### src/rtl/ro_meas_pkg.sv
// ro_meas_pkg: shared definitions for the ring-oscillator frequency meter.
// Holds the measurement FSM state encoding and default sizing constants.
// DEF_NUM_RO matches the oscillator-array top so both sides agree on width.
package ro_meas_pkg;

  typedef enum logic [1:0] {
    IDLE   = 2'd0,
    SETTLE = 2'd1,
    COUNT  = 2'd2,
    HOLD   = 2'd3
  } state_e;

  localparam int DEF_NUM_RO        = 145;
  localparam int DEF_SEL_W         = 8;
  localparam int DEF_CNT_W         = 24;
  localparam int DEF_GATE_W        = 24;
  localparam int DEF_SETTLE_CYCLES = 16;
  localparam int DEF_SYNC_STAGES   = 2;

endpackage

### src/rtl/ro_freq_meter_if.sv
// ro_freq_meter_if: request/result bus of the frequency meter.
//   start/sel/gate_cycles   : measurement request (master -> slave)
//   result_ready            : consumer accepts result (master -> slave)
//   busy/result/result_valid/overflow/sel_err : status and readout (slave -> master)
interface ro_freq_meter_if
  import ro_meas_pkg::*;
#(
  parameter int SEL_W  = DEF_SEL_W,
  parameter int GATE_W = DEF_GATE_W,
  parameter int CNT_W  = DEF_CNT_W
);

  logic              start;
  logic [SEL_W-1:0]  sel;
  logic [GATE_W-1:0] gate_cycles;
  logic              busy;
  logic [CNT_W-1:0]  result;
  logic              result_valid;
  logic              result_ready;
  logic              overflow;
  logic              sel_err;

  modport master (
    output start, sel, gate_cycles, result_ready,
    input  busy, result, result_valid, overflow, sel_err
  );

  modport slave (
    input  start, sel, gate_cycles, result_ready,
    output busy, result, result_valid, overflow, sel_err
  );

endinterface

### src/rtl/ro_edge_sync.sv
// ro_edge_sync: brings an asynchronous oscillator output into the clk domain
// through SYNC_STAGES flops and emits a one-cycle pulse per rising edge.
//   clk, rst_n : system clock, synchronous active-low reset (clears all flops)
//   d_i        : asynchronous input
//   pulse_o    : high for one clk cycle after each synchronized rising edge
module ro_edge_sync
  import ro_meas_pkg::*;
#(
  parameter int SYNC_STAGES = DEF_SYNC_STAGES
) (
  input  logic clk,
  input  logic rst_n,
  input  logic d_i,
  output logic pulse_o
);

  logic [SYNC_STAGES-1:0] sync_q;
  logic                   prev_q;

  always_ff @(posedge clk) begin
    if (!rst_n) begin
      sync_q <= '0;
      prev_q <= 1'b0;
    end else begin
      sync_q <= {sync_q[SYNC_STAGES-2:0], d_i};
      prev_q <= sync_q[SYNC_STAGES-1];
    end
  end

  assign pulse_o = sync_q[SYNC_STAGES-1] & ~prev_q;

endmodule

### src/rtl/ro_freq_meter.sv
// ro_freq_meter: enables the ring-oscillator array, muxes one oscillator,
// synchronizes it and counts its rising edges over a gate window of
// gate_cycles clk cycles, after a SETTLE_CYCLES warm-up.
//   clk, rst_n : system clock, synchronous active-low reset
//   ro_in      : raw oscillator outputs (asynchronous)
//   ro_en      : oscillator array enable
//   bus        : request / result handshake (see ro_freq_meter_if)
module ro_freq_meter
  import ro_meas_pkg::*;
#(
  parameter int NUM_RO        = DEF_NUM_RO,
  parameter int SEL_W         = DEF_SEL_W,
  parameter int CNT_W         = DEF_CNT_W,
  parameter int GATE_W        = DEF_GATE_W,
  parameter int SETTLE_CYCLES = DEF_SETTLE_CYCLES,
  parameter int SYNC_STAGES   = DEF_SYNC_STAGES
) (
  input  logic              clk,
  input  logic              rst_n,
  input  logic [NUM_RO-1:0] ro_in,
  output logic              ro_en,
  ro_freq_meter_if.slave    bus
);

  localparam logic [CNT_W-1:0]  CNT_MAX     = '1;
  localparam logic [GATE_W-1:0] SETTLE_LAST = GATE_W'(SETTLE_CYCLES - 1);

  state_e            state_q, state_d;
  logic [SEL_W-1:0]  sel_q, sel_d;
  logic [GATE_W-1:0] gate_q, gate_d;
  logic [GATE_W-1:0] timer_q, timer_d;
  logic [CNT_W-1:0]  cnt_q, cnt_d;
  logic [CNT_W-1:0]  result_q, result_d;
  logic              ovf_q, ovf_d;
  logic              sel_err_q, sel_err_d;
  logic              ro_en_q, ro_en_d;
  logic              ro_sel;
  logic              edge_pulse;

  // Saturating increment: returns {overflow, count}. Overflow latches when
  // an edge arrives while the counter already sits at all-ones.
  function automatic logic [CNT_W:0] sat_inc(input logic [CNT_W-1:0] c,
                                              input logic ovf,
                                              input logic pulse);
    logic [CNT_W:0] r;
    r = {ovf, c};
    if (pulse) begin
      if (c == CNT_MAX) r = {1'b1, c};
      else              r = {ovf, c + 1'b1};
    end
    return r;
  endfunction

  assign ro_sel = ro_in[sel_q];

  ro_edge_sync #(.SYNC_STAGES(SYNC_STAGES)) u_edge_sync (
    .clk     (clk),
    .rst_n   (rst_n),
    .d_i     (ro_sel),
    .pulse_o (edge_pulse)
  );

  always_comb begin
    state_d   = state_q;
    sel_d     = sel_q;
    gate_d    = gate_q;
    timer_d   = timer_q;
    cnt_d     = cnt_q;
    result_d  = result_q;
    ovf_d     = ovf_q;
    sel_err_d = sel_err_q;
    ro_en_d   = ro_en_q;
    unique case (state_q)
      IDLE: begin
        if (bus.start) begin
          sel_d     = bus.sel;
          gate_d    = bus.gate_cycles;
          cnt_d     = '0;
          ovf_d     = 1'b0;
          if (int'(bus.sel) >= NUM_RO) begin
            sel_err_d = 1'b1;
            result_d  = '0;
            state_d   = HOLD;
          end else begin
            sel_err_d = 1'b0;
            ro_en_d   = 1'b1;
            timer_d   = SETTLE_LAST;
            state_d   = SETTLE;
          end
        end
      end
      SETTLE: begin
        // Warm-up also flushes the synchronizer before the gate opens.
        if (timer_q == '0) begin
          if (gate_q == '0) begin
            result_d = '0;
            ro_en_d  = 1'b0;
            state_d  = HOLD;
          end else begin
            timer_d = gate_q - 1'b1;
            state_d = COUNT;
          end
        end else begin
          timer_d = timer_q - 1'b1;
        end
      end
      COUNT: begin
        {ovf_d, cnt_d} = sat_inc(cnt_q, ovf_q, edge_pulse);
        if (timer_q == '0) begin
          // Last gate cycle: the edge seen this cycle is included.
          result_d = cnt_d;
          ro_en_d  = 1'b0;
          state_d  = HOLD;
        end else begin
          timer_d = timer_q - 1'b1;
        end
      end
      HOLD: begin
        if (bus.result_ready) state_d = IDLE;
      end
      default: state_d = IDLE;
    endcase
  end

  always_ff @(posedge clk) begin
    if (!rst_n) begin
      state_q   <= IDLE;
      timer_q   <= '0;
      cnt_q     <= '0;
      result_q  <= '0;
      ovf_q     <= 1'b0;
      sel_err_q <= 1'b0;
      ro_en_q   <= 1'b0;
    end else begin
      state_q   <= state_d;
      timer_q   <= timer_d;
      cnt_q     <= cnt_d;
      result_q  <= result_d;
      ovf_q     <= ovf_d;
      sel_err_q <= sel_err_d;
      ro_en_q   <= ro_en_d;
    end
  end

  // Request operands are pure data; they only matter once latched on start.
  always_ff @(posedge clk) begin
    sel_q  <= sel_d;
    gate_q <= gate_d;
  end

  assign ro_en            = ro_en_q;
  assign bus.busy         = (state_q != IDLE);
  assign bus.result       = result_q;
  assign bus.result_valid = (state_q == HOLD);
  assign bus.overflow     = ovf_q;
  assign bus.sel_err      = sel_err_q;

endmodule

### src/flat_wrapper.sv
// flat-port wrapper written by rule: the top's interface ports become plain ports
module ro_freq_meter_flat import ro_meas_pkg::*;
#(
  parameter int NUM_RO        = DEF_NUM_RO,
  parameter int SEL_W         = DEF_SEL_W,
  parameter int CNT_W         = DEF_CNT_W,
  parameter int GATE_W        = DEF_GATE_W,
  parameter int SETTLE_CYCLES = DEF_SETTLE_CYCLES,
  parameter int SYNC_STAGES   = DEF_SYNC_STAGES
)
  (clk, rst_n, ro_in, ro_en, bus_start, bus_sel, bus_gate_cycles, bus_result_ready, bus_busy, bus_result, bus_result_valid, bus_overflow, bus_sel_err);
  ro_freq_meter_if #(.SEL_W(SEL_W), .GATE_W(GATE_W), .CNT_W(CNT_W)) bus_i ();
  input  logic clk;
  input  logic rst_n;
  input  logic [NUM_RO-1:0] ro_in;
  output logic ro_en;
  input wire logic [$bits(bus_i.start)-1:0] bus_start;
  input wire logic [$bits(bus_i.sel)-1:0] bus_sel;
  input wire logic [$bits(bus_i.gate_cycles)-1:0] bus_gate_cycles;
  input wire logic [$bits(bus_i.result_ready)-1:0] bus_result_ready;
  output wire logic [$bits(bus_i.busy)-1:0] bus_busy;
  output wire logic [$bits(bus_i.result)-1:0] bus_result;
  output wire logic [$bits(bus_i.result_valid)-1:0] bus_result_valid;
  output wire logic [$bits(bus_i.overflow)-1:0] bus_overflow;
  output wire logic [$bits(bus_i.sel_err)-1:0] bus_sel_err;
  assign bus_i.start = bus_start;
  assign bus_i.sel = bus_sel;
  assign bus_i.gate_cycles = bus_gate_cycles;
  assign bus_i.result_ready = bus_result_ready;
  assign bus_busy = bus_i.busy;
  assign bus_result = bus_i.result;
  assign bus_result_valid = bus_i.result_valid;
  assign bus_overflow = bus_i.overflow;
  assign bus_sel_err = bus_i.sel_err;
  ro_freq_meter #(.NUM_RO(NUM_RO), .SEL_W(SEL_W), .CNT_W(CNT_W), .GATE_W(GATE_W), .SETTLE_CYCLES(SETTLE_CYCLES), .SYNC_STAGES(SYNC_STAGES)) u_core (.clk(clk), .rst_n(rst_n), .ro_in(ro_in), .ro_en(ro_en), .bus(bus_i));
endmodule
### config.mk
export PLATFORM = sky130hd
export DESIGN_NAME = ro_freq_meter_flat
export DESIGN_NICKNAME = d
export VERILOG_FILES = /design/src/rtl/ro_meas_pkg.sv /design/src/rtl/ro_freq_meter_if.sv /design/src/rtl/ro_edge_sync.sv /design/src/rtl/ro_freq_meter.sv /design/src/flat_wrapper.sv
export SDC_FILE = /design/constraint.sdc
export NUM_CORES = 1
export LEC_CHECK = 0
export CORE_MARGIN = 4
export CORE_UTILIZATION = 39
export DETAILED_ROUTE_END_ITERATION = 10
export PLACE_DENSITY = 0.67
export SLEW_MARGIN = 20
export SYNTH_ARGS = -nofsm -noshare
export SYNTH_HDL_FRONTEND = slang
export SYNTH_SLANG_ARGS = --single-unit
### constraint.sdc
create_clock -name clk -period 3.1 [get_ports clk]
set_clock_uncertainty 0.1 [all_clocks]
set_input_delay 0.62 -clock clk [delete_from_list [all_inputs] [get_ports clk]]
set_output_delay 0.62 -clock clk [all_outputs]
set_load 0.005 [all_outputs]
# == After elaboration in Yosys (flattened, before gate mapping) ==
# Index checks and enable logic that the tools add are counted.
# word_totals
in_bits,181
latch_bits,0
romBits,0
output_inout_bits,29
mem_bits_rw,0
memories,0
regBits,112
# op_classes
bitwise,2
n_addsub,3
n_eq_ne,15
order_cmp,2
muxes,34
div_mod_pow,0
n_reduce_logical,13
shift,0
mul,0
# ops
cell,count
2-to-1 mux 24 bit,11
case mux 24 bit (3 select lines),2
2-to-1 mux 25 bit,2
logical NOT 24 bit,2
case mux 24 bit (2 select lines),1
"subtractor 24 x 1 -> 24 bit, second input constant",2
"adder 24 x 1 -> 24 bit, second input constant",1
"== test 24 bit, second input constant",1
"!= test 2 x 1 -> 1 bit, second input constant",6
AND reduction 6 bit,2
2-to-1 mux 2 bit,5
"< comparator 8 x 9 -> 1 bit, second input constant",1
2-to-1 mux 1 bit,9
binary-select mux 1 bit (select 8 bit),1
"greater-or-equal comparator 8 bit, second input constant",1
"!= test 2 bit, second input constant",4
case mux 2 bit (4 select lines),1
AND reduction 4 bit,2
AND reduction 5 bit,1
"== test 2 bit, second input constant",2
AND reduction 2 bit,2
nonzero test 2 bit,2
"!= test 3 bit, second input constant",1
case mux 1 bit (3 select lines),1
6 further kinds,6

# == Longest topological paths before layout ==
# logic_depth
depth_word,5
mapped_depth,10

# == Cells and area by module ==
# A second synthesis with hierarchy kept.
# unflattened
hier_cells,830
area_unflattened_um2,7631.1
# by_module_without_submodules
module,seq_area_each_um2,n_inst,area_each_um2,cells_per_inst
ro_freq_meter,2502.4,1,7538.5,823
ro_edge_sync,60.1,1,92.6,7

# == Worst setup path before layout ==
# Ideal clock, no wire load.
# synth_path
path_kind,register -> register
from,reg u_core.gate_q[14]
to,reg u_core.timer_q[14]
stages_incl_launch_ff,7
required_ns,2.883
t_arrival_ns,2.319
n_path_buf,0
slack_ns,0.564
cell_sequence,edfxtp_1 > or4_4 > or4_4 > o31a_1 > o21a_4 > and3_4 > a32o_1
# synth_via
elab_chain_cells,4
elab_cells_between_ends,7
classes_between,add/sub: 1; eq/ne: 1; mux: 3; reduce/logical: 2
# synth_rtl
item,line,source
start: declaration,ro_freq_meter.sv:30,"logic [GATE_W-1:0] gate_q, gate_d;"
start signal: assignment,ro_freq_meter.sv:148,gate_q <= gate_d;
subtractor 24 x 1 -> 24 bit,ro_freq_meter.sv:100,timer_d = gate_q - 1'b1;
2-to-1 mux 24 bit,ro_freq_meter.sv:95,if (gate_q == '0) begin
2-to-1 mux 24 bit,ro_freq_meter.sv:94,if (timer_q == '0) begin
case mux 24 bit (3 select lines),ro_freq_meter.sv:73,unique case (state_q)
end signal: assignment,ro_freq_meter.sv:136,timer_q <= timer_d;
end: declaration,ro_freq_meter.sv:31,"logic [GATE_W-1:0] timer_q, timer_d;"
# Parallel ways exist; a longest one is shown, timed or not. The select of a mux whose other input is x is not followed.
# A chain may end at the register's enable or synchronous reset.

# == Worst setup path after layout ==
# layout_path
from,reg u_core.gate_q[14]
to,reg u_core.timer_q[3]
# layout_via
elab_chain_cells,3
# layout_rtl
item,line
logical NOT 24 bit,ro_freq_meter.sv:95
!= test 3 bit (no line),-
AND reduction 5 bit (no line),-
# Every way passes these cells.

==> reports/results.tsv <==
stage	metric	value	unit
cts	CTS tree	built	
floorplanning	Die Wd	146	µm
cts	CTS max path bufs	2	
sta	Setup-failing EPs final	0	
logic_synthesis	Distinct cells, synth	73	
logic_synthesis	Synth Area per Inst	8.86	µm²
worst_setup_path	Critical Path, Cell by Cell	or4_4 > or4_4 > o31a_1 > o21ai_2 > buf_12 > nor2_1 > a32o_1	
worst_setup_path	slowest stage delay, CP	0.57	ns
placed_design	placed wire-length estimate	19600	µm
drt	DRT antenna net count	0	
drt	Routed WL	25100	µm
logic_synthesis	register bit total from synthesis	112	
worst_setup_path	CP max stage cell	or4_4	
sta	shortest period the worst path allows	2.72	ns
worst_setup_path	R2R Path Start	u_core.gate_q[14]	
global_route	GRT Overall Usage	22.4	%
logic_synthesis	Syn Nets	1031	
placed_design	port bufs	209	
worst_setup_path	critical path required time	3.25	ns
drt	vias	7477	
floorplanning	I/O pin count	210	
run	# Max-Cap Violations	0	
sta	Rel. slew slack	47.4	%
cells_and_area	Layout fillers	1736	
global_route	initial antenna violation count	1	
worst_setup_path	CP arrival	2.87	ns
cts	Post-CTS Setup Repair Bufs	0	
floorplanning	Starting Density	39.7	%
logic_synthesis	Yosys top cell area share	21.5	%
logic_synthesis	Seq/Total Area, Yosys	34.4	%
drt	DRC	0	
cells_and_area	non-filler cells, final	1284	
floorplanning	Core Region	18800	µm²
logic_synthesis	post-synthesis async set-or-reset flop share	0	%
sta	fin crit share	87.7	%
worst_setup_path	crit path capture type	register	
power_and_ir_drop	worst vdd rail ir drop	0.402	mV
cts	clk_lat worst skew	0.37	ns
sta	Fmax achieved	368	MHz
global_route	pin count of the biggest net entering global routing	51	
worst_setup_path	Reg2Reg Capture Point	u_core.timer_q[3]	
worst_setup_path	top fanout value on the critical path	13	
placed_design	Placer Congestion	0.893	
global_route	vias in the first global route	7017	
cts	TritonCTS buffer count	9	
logic_synthesis	synthesized area	7450	µm²
floorplanning	Core Rows	50	
worst_hold_path	worst hold path startpoint	u_core.bus.result[17]	
drt	Pre-antenna DRT Iters	5	
logic_synthesis	Syn Inst Count	841	
logic_synthesis	yosys warns	0	
cts	H-tree levels	3	
worst_setup_path	CP most frequent cell	or4_4	
floorplanning	die span in y	146	µm
power_and_ir_drop	Leak	0.00350	µW
worst_hold_path	Hold Path Depth	2	
cells_and_area	Final Net Count	1234	
cts	CTS resizes	0	
cts	cts hold-fix bufs	0	
logic_synthesis	prevailing post-synth register cell	dfxtp_1	
sta	pin slew with the least headroom to its limit	0.786	ns
power_and_ir_drop	power density cells	641	nW/µm²
placed_design	placed cells	1267	
drt	Via density	5.82	
cts	Worst-path clk slew	0.08	ns
worst_setup_path	Worst Setup Path Type	reg -> reg	
sta	Total Neg Setup Slack	0	ns
cts	clock root buffer	clkbuf_16	
cells_and_area	P&R area growth vs syn	37.7	%
cts	clock sink count	112	
worst_setup_path	delay-heaviest family, CP	simple AND/OR/NAND/NOR gates	
worst_setup_path	Worst setup SP type	register	
cells_and_area	share of cells above drive strength 1	9.82	%
floorplanning	die area	21400	µm²
logic_synthesis	cell taking the most area after synthesis	dfxtp_1	
sta	max-slew violation count	0	
drt	wire per inst	19.6	µm
drt	initial DRC count	519	
sta	Final Hold Fails	0	
worst_hold_path	worst hold endpoint	u_core.bus.result[17]	
status	status	finished, final reports clean	
worst_setup_path	setup slack, reg-to-reg	0.38	ns
worst_setup_path	number of buffer and inverter stages on the critical path	1	
logic_synthesis	top post-synthesis cells by area	dfxtp_1 21%, edfxtp_1 13%, mux4_2 6.0%, mux2i_1 5.9%, a21oi_1 3.8%	
global_route	gr ovfl total	0	
worst_hold_path	Hold WC Path Type	reg -> reg	
sta	RSZ-0062 raised after global routing	false	
global_route	global-route wire length before repair	38400	µm
worst_setup_path	worst reg2reg path depth	7	
logic_synthesis	EDFF count, synth	32	
registers in the layout (all words and copies together), names as in the netlist:
signal,count
u_core.bus.result,24
u_core.bus.overflow,1
u_core.gate_q,24
u_core.u_edge_sync.prev_q,1
u_core.u_edge_sync.sync_q,2
u_core.bus.sel_err,1
u_core.ro_en,1
u_core.timer_q,24
u_core.cnt_q,24
u_core.state_q,2
u_core.sel_q,8
through the flow:
step | setup WS (ns) | area [µm²] | power, µW | hold WS (ns) | utilization (%)
5_1_grt | 0.255 | 10300 | 6970 | 0.391 | 54.7
6_report | 0.382 | 10300 | 6580 | 0.372 | 54.7
2_1_floorplan | 0.564 | 7450 | 4080 | 0.312 | -
3_3_place_gp | 0.217 | 9930 | 5280 | 0.343 | 52.9
4_1_cts | 0.391 | 10300 | 6580 | 0.373 | 54.7
3_5_place_dp | 0.165 | 9930 | 5290 | 0.337 | 52.9
report_power, final:
group | switching (µW) | leakage (µW) | internal (µW)
combinational | 1940 | 0.00239 | 1470
sequential | 182 | 0.000950 | 1710
clock | 589 | 0.000163 | 694
per-layer routing:
metal	part of all wire (%)	global-route usage, %
met5	0	0
met4	2.2	7.01
met3	7.2	4.62
met2	48	37.9
met1	43	28.9
worst max path at each step:
| stage | cells after the start | end | start | slack, ns |
|---|---|---|---|---|
| after CTS | 7 | u_core.bus.result[4] | u_core.gate_q[14] | 0.39 |
| after floorplan | 6 | u_core.timer_q[14] | u_core.gate_q[14] | 0.56 |
| final | 7 | u_core.timer_q[3] | u_core.gate_q[14] | 0.38 |
| after detailed placement | 9 | u_core.timer_q[5] | bus_sel[2] | 0.16 |
| after global placement | 9 | u_core.timer_q[5] | bus_sel[2] | 0.22 |
| after global routing | 7 | u_core.bus.result[4] | u_core.gate_q[14] | 0.26 |
final cells by class:
cell class | instances | area [µm²] | share of cell area, %
clock inverter | 6 | 81.3 | 0.792
timing repair buffer | 250 | 2450 | 23.9
clock buffer | 10 | 250 | 2.44
multi-input combinational | 654 | 4560 | 44.5
inverter | 17 | 63.8 | 0.621
tap | 234 | 293 | 2.85
sequential | 112 | 2560 | 25.0
antenna | 1 | 2.50 | 0.0244
cell usage in the layout (no fill, tap or decap), drive strengths merged, types with 15 or more instances in the layout:
cell	n
dfxtp	80
buf	41
nand4	18
o22ai	17
o21ai	47
nand3	44
mux4	20
nor2	41
nand2b	19
mux2i	44
nor4	24
a31oi	15
edfxtp	32
inv	19
xnor2	19
nand2	72
a21oi	56
nor3	25
a22oi	22
clkdlybuf4s50	209
Yosys cell counts, drive strengths merged (22+ instances only):
| library cell | number |
|---|---|
| a22oi | 22 |
| edfxtp | 32 |
| mux2i | 44 |
| nor3 | 25 |
| nor4 | 24 |
| nand2 | 72 |
| nor2 | 41 |
| clkbuf | 35 |
| a21oi | 56 |
| dfxtp | 80 |
| nand3 | 44 |
| buf | 23 |
| o21ai | 47 |
worst min-delay path, cell delays in order, from the launching register on:
cell and delay (ns):
dfxtp_1 0.32, nand2b_1 0.06, a21oi_1 0.05
kinds of logic after synthesis:
group,share of synthesized area [%]
adder cells (fa/ha/maj),1.51
multiplexers,12.9
buffers and inverters,4.40
flip-flops,34.4
AO/OA/AOI/OAI,20.7
XOR/XNOR,3.64
AND/OR/NAND/NOR,22.5
Note: power is estimated with default switching activity, not from simulation.
